### src/rtl/hex_operand_entry.sv
// Purpose: push-button front end that builds two hex operands (a, b) for the adder datapath.
// Latency: a button sampled high at clock edge k updates a/b/state at edge k+SYNC_STAGES.
// Backpressure: none; every key edge is consumed in its cycle, and a one-cycle valid marks a finished pair.
//
// Ports:
//   hz100  - system clock, rising edge
//   reset  - asynchronous, active-high; clears operands, FSM, synchronizers
//   pb     - raw buttons: [15:0] hex digits, [16] ENTER, [17] CLEAR, [18] ALLCLR, [19] BKSP
//   a, b   - operand registers driven straight into the adder
//   valid  - one-cycle pulse after operand B is committed
//   state  - 0 = ENTER_A, 1 = ENTER_B, 2 = DONE
module hex_operand_entry #(
    parameter int WIDTH       = 16,
    parameter int SYNC_STAGES = 2
) (
    input  logic             hz100,
    input  logic             reset,
    input  logic [19:0]      pb,
    output logic [WIDTH-1:0] a,
    output logic [WIDTH-1:0] b,
    output logic             valid,
    output logic [1:0]       state
);

    localparam logic [1:0] ST_ENTER_A = 2'd0;
    localparam logic [1:0] ST_ENTER_B = 2'd1;
    localparam logic [1:0] ST_DONE    = 2'd2;

    localparam int KEY_ENTER  = 16;
    localparam int KEY_CLEAR  = 17;
    localparam int KEY_ALLCLR = 18;
    localparam int KEY_BKSP   = 19;

    logic [SYNC_STAGES-1:0][19:0] sync_q;
    logic [19:0]                  prev_q;
    logic [19:0]                  rise;

    logic                         digit_hit;
    logic [3:0]                   digit_val;

    logic [WIDTH-1:0]             cur;
    logic [WIDTH-1:0]             a_nxt;
    logic [WIDTH-1:0]             b_nxt;
    logic [1:0]                   state_nxt;
    logic                         valid_nxt;

    // Button synchronizer chain plus one history stage for edge detection.
    // Clearing the history on reset makes a key held through reset release
    // look like a single fresh press.
    always_ff @(posedge hz100 or posedge reset) begin
        if (reset) begin
            sync_q <= '0;
            prev_q <= '0;
        end else begin
            sync_q[0] <= pb;
            for (int i = 1; i < SYNC_STAGES; i++) begin
                sync_q[i] <= sync_q[i-1];
            end
            prev_q <= sync_q[SYNC_STAGES-1];
        end
    end

    assign rise = sync_q[SYNC_STAGES-1] & ~prev_q;

    // Ascending scan so the highest-index digit edge overrides lower ones.
    always_comb begin
        digit_hit = |rise[15:0];
        digit_val = 4'h0;
        for (int i = 0; i < 16; i++) begin
            if (rise[i]) begin
                digit_val = 4'(i);
            end
        end
    end

    // Only one event acts per cycle: ALLCLR > CLEAR > ENTER > BKSP > digit.
    always_comb begin
        a_nxt     = a;
        b_nxt     = b;
        state_nxt = state;
        valid_nxt = 1'b0;
        cur       = (state == ST_ENTER_B) ? b : a;

        if (rise[KEY_ALLCLR]) begin
            a_nxt     = '0;
            b_nxt     = '0;
            state_nxt = ST_ENTER_A;
        end else if (rise[KEY_CLEAR]) begin
            if (state == ST_ENTER_A) a_nxt = '0;
            if (state == ST_ENTER_B) b_nxt = '0;
        end else if (rise[KEY_ENTER]) begin
            if (state == ST_ENTER_A) begin
                state_nxt = ST_ENTER_B;
            end else if (state == ST_ENTER_B) begin
                state_nxt = ST_DONE;
                valid_nxt = 1'b1;
            end
        end else if (rise[KEY_BKSP]) begin
            if (state == ST_ENTER_A) a_nxt = {4'h0, cur[WIDTH-1:4]};
            if (state == ST_ENTER_B) b_nxt = {4'h0, cur[WIDTH-1:4]};
        end else if (digit_hit) begin
            if (state == ST_ENTER_A) begin
                a_nxt = {cur[WIDTH-5:0], digit_val};
            end else if (state == ST_ENTER_B) begin
                b_nxt = {cur[WIDTH-5:0], digit_val};
            end else begin
                // A digit after a finished pair starts a new operand A.
                a_nxt     = {{(WIDTH-4){1'b0}}, digit_val};
                b_nxt     = '0;
                state_nxt = ST_ENTER_A;
            end
        end

        // Unreachable encoding: recover to a clean entry state.
        if (state == 2'd3) begin
            state_nxt = ST_ENTER_A;
            valid_nxt = 1'b0;
        end
    end

    always_ff @(posedge hz100 or posedge reset) begin
        if (reset) begin
            a     <= '0;
            b     <= '0;
            state <= ST_ENTER_A;
            valid <= 1'b0;
        end else begin
            a     <= a_nxt;
            b     <= b_nxt;
            state <= state_nxt;
            valid <= valid_nxt;
        end
    end

endmodule

### config.mk
export PLATFORM = sky130hd
export DESIGN_NAME = hex_operand_entry
export DESIGN_NICKNAME = d
export VERILOG_FILES = /design/src/rtl/hex_operand_entry.sv
export SDC_FILE = /design/constraint.sdc
export NUM_CORES = 1
export LEC_CHECK = 0
export ABC_AREA = 1
export CORE_MARGIN = 1.5
export CORE_UTILIZATION = 45
export DETAILED_ROUTE_END_ITERATION = 8
export PLACE_DENSITY = 0.68
export SKIP_LAST_GASP = 1
export SLEW_MARGIN = 20
export SYNTH_ARGS = -nofsm -noshare
export SYNTH_HDL_FRONTEND = slang
export SYNTH_SLANG_ARGS = --single-unit
### constraint.sdc
create_clock -name hz100 -period 7.2 [get_ports hz100]
set_input_delay 1.44 -clock hz100 [delete_from_list [all_inputs] [get_ports hz100]]
set_output_delay 1.44 -clock hz100 [all_outputs]
set_load 0.02 [all_outputs]
==> flow_summary.ini <==
[finish]
n_antenna_cell = 0
final_util_pct = 56.0
layout_commonest_cell = dfrtp_1
fin_nets = 439
drive_gt1_share_pct = 13.3
layout_common_cells = dfrtp_1 (95), nand2_1 (91), clkdlybuf4s50_1 (56), inv_1 (38), a21oi_1 (20)
area_delta_synth_final_pct = 20.7

[drt]
dr.pass1.iters = 4
num_vias = 2613
wl_per_cell_um = 13.1
drtAntennaViolNets = 0
vias_per_cell = 4.96
drc = 0
drtIter0Drc = 205
drt-total-wl_um = 6910

[critical_path]
start_kind = register
critPathTopFamily = buffers and inverters
max_stage_delay_ns = 0.65
worstPathCellList = clkdlybuf4s50_1
crit_buf_inv = 1
worstPathArrival_ns = 1.48
path_max_fanout = 4
path_class = register to output pin
slowest_stage = clkdlybuf4s50_1
cp-end-kind = output pin
cp.required_ns = 5.76

[sta]
slew_headroom_pct = 41.4
fin_setup_tns_ns = 0
fin_skew_ns = 0.0115
min_period_ns = 2.92
maxSlewViolCount = 0
finalCritPeriodShare_pct = 40.5
max_freq_mhz = 343
rsz0062_at_grt = false
hold_ws_ns = 0.352
fin_ws_ns = 4.28
setup_viol = 0
finalHoldViolCount = 0
tightest_slew_ns = 0.878

[yosys]
ys_seq_area_share_pct = 62.7
synth_area_leaders = dfrtp_1 (63%), nand2_1 (9.0%), inv_1 (3.9%), a21oi_1 (2.6%), o21ai_0 (2.5%)
ys_warn_count = 0
synthCells = 360
synth-seq-cells = 95
syn-num-nets = 382
synth_cell_type_count = 32
yosysTopAreaCellShare_pct = 62.7
netlist_area_um2 = 3790
synth_area_leader_cell = dfrtp_1
avgSynthCellArea_um2 = 10.5

[grt]
antenna_found_initial = 0
grt_pass1_vias = 2395
grt_pass1_wl_um = 11500
grtUsageTotal_pct = 16.9
grt_overflow = 0
grt_max_degree = 65

[pwr]
p_sw_share_pct = 31.2
p_per_area_nw_per_um2 = 256
p_comb_share_pct = 20.9
pwr-share-clk_pct = 26.9
p_int_mw = 0.807
peakVddDrop_mv = 0.167
netSwitchingPower_mw = 0.365
seq_power_share_pct = 52.1
p_leak_nw = 2.09

[place]
place_hpwl_um = 4780
pre_cts_ws_ns = 4.15
port_buffers = 56
routabilityCongestion = 0.802

[clock_tree]
cts_made_buffers = 9
max-clock-path-buffers = 2
root_buffer = clkbuf_8
ctsResizeCount = 0
cts_sinks = 95
hold_buffers = 0
cts_tree = built
cts_setup_buffers = 0
h-tree-depth = 3
insertion_delay_ns = 0.35
path_clk_slew_ns = 0.09

[die]
rows = 33
pin_count = 57
core_area_um2 = 8180
dieWidth_um = 94.8
initial_core_util_pct = 46.4
die_y_um = 94.8
die_area_um2 = 8980

[hold_path]
hp-class = register to register

[flow_run]
cap_viol_max_count = 0

[status]
status = finished clean
## cells in the mapped netlist, drive strengths merged
cell type	n
nor3	3
nor2	15
nand4	3
nand3	17
o21ai	37
dfrtp	95
a31oi	2
mux2	1
o31ai	8
o2111ai	1
clkbuf	4
buf	7
nand2	95
a21oi	20
o22ai	4
o21bai	1
o211ai	1
inv	46
## final timing paths
kind	slack [ns]	from	cells after the start	to
min	0.35	sync_q[14]$_DFF_PP0_	0	sync_q[34]$_DFF_PP0_
max in group asynchronous	4.63	reset	3	prev_q[15]$_DFF_PP0_
max reg2reg	4.85	prev_q[19]$_DFF_PP0_	10	b[0]$_DFFE_PP0P_
max	4.28	state[1]$_DFFE_PP0P_	1	state[1]
min in group asynchronous	1.44	reset	2	sync_q[6]$_DFF_PP0_
min reg2reg	0.35	sync_q[14]$_DFF_PP0_	0	sync_q[34]$_DFF_PP0_
## layer usage
metal  track usage (%)  vias to the layer above  wire length, um
li1                  -                     1285                -
met1              23.9                     1243             3200
met2              25.5                       74             3220
met3              3.06                       11              373
met4              7.21                        0              123
met5                 0                        -                0
## through the flow
| stage | instances | power (mW) | instance area, um2 |
|---|---|---|---|
| after floorplan | 360 | 0.778 | 3790 |
| after global placement | 511 | 0.864 | 4400 |
| after detailed placement | 511 | 0.869 | 4400 |
| after CTS | 527 | 1.19 | 4580 |
| after global routing | 527 | 1.24 | 4580 |
| final | 527 | 1.17 | 4580 |
## sequential cells by signal, indices dropped and copies added (netlist names)
register and count:
sync_q 40, a 16, state 2, prev_q 20, b 16, valid 1
## cell type report
cell class	instances	area, um2
clock buffer	9	124
clock inverter	7	55.1
fill	723	3600
inverter	46	181
multi-input combinational	208	1140
sequential	95	2380
tap	105	131
timing repair buffer	57	568
## cell families (layout without fill, tap and decap cells)
kind of cell / Yosys count / in the layout / synth area share, %
simple gates: 133 / 133 / 15.9
flops: 95 / 95 / 62.7
buf+inv: 57 / 119 / 7.23
mux: 1 / 1 / 0.396
compound gates: 74 / 74 / 13.8
## power groups by stage
stage          sequential [mW]  combinational (mW)  clock, mW
2_1_floorplan            0.647               0.131          0
3_3_place_gp             0.620               0.244          0
3_5_place_dp             0.622               0.247          0
4_1_cts                  0.611               0.247      0.327
5_1_grt                  0.616               0.270      0.351
6_report                 0.611               0.245      0.316
Note: power is estimated with default switching activity, not from simulation.
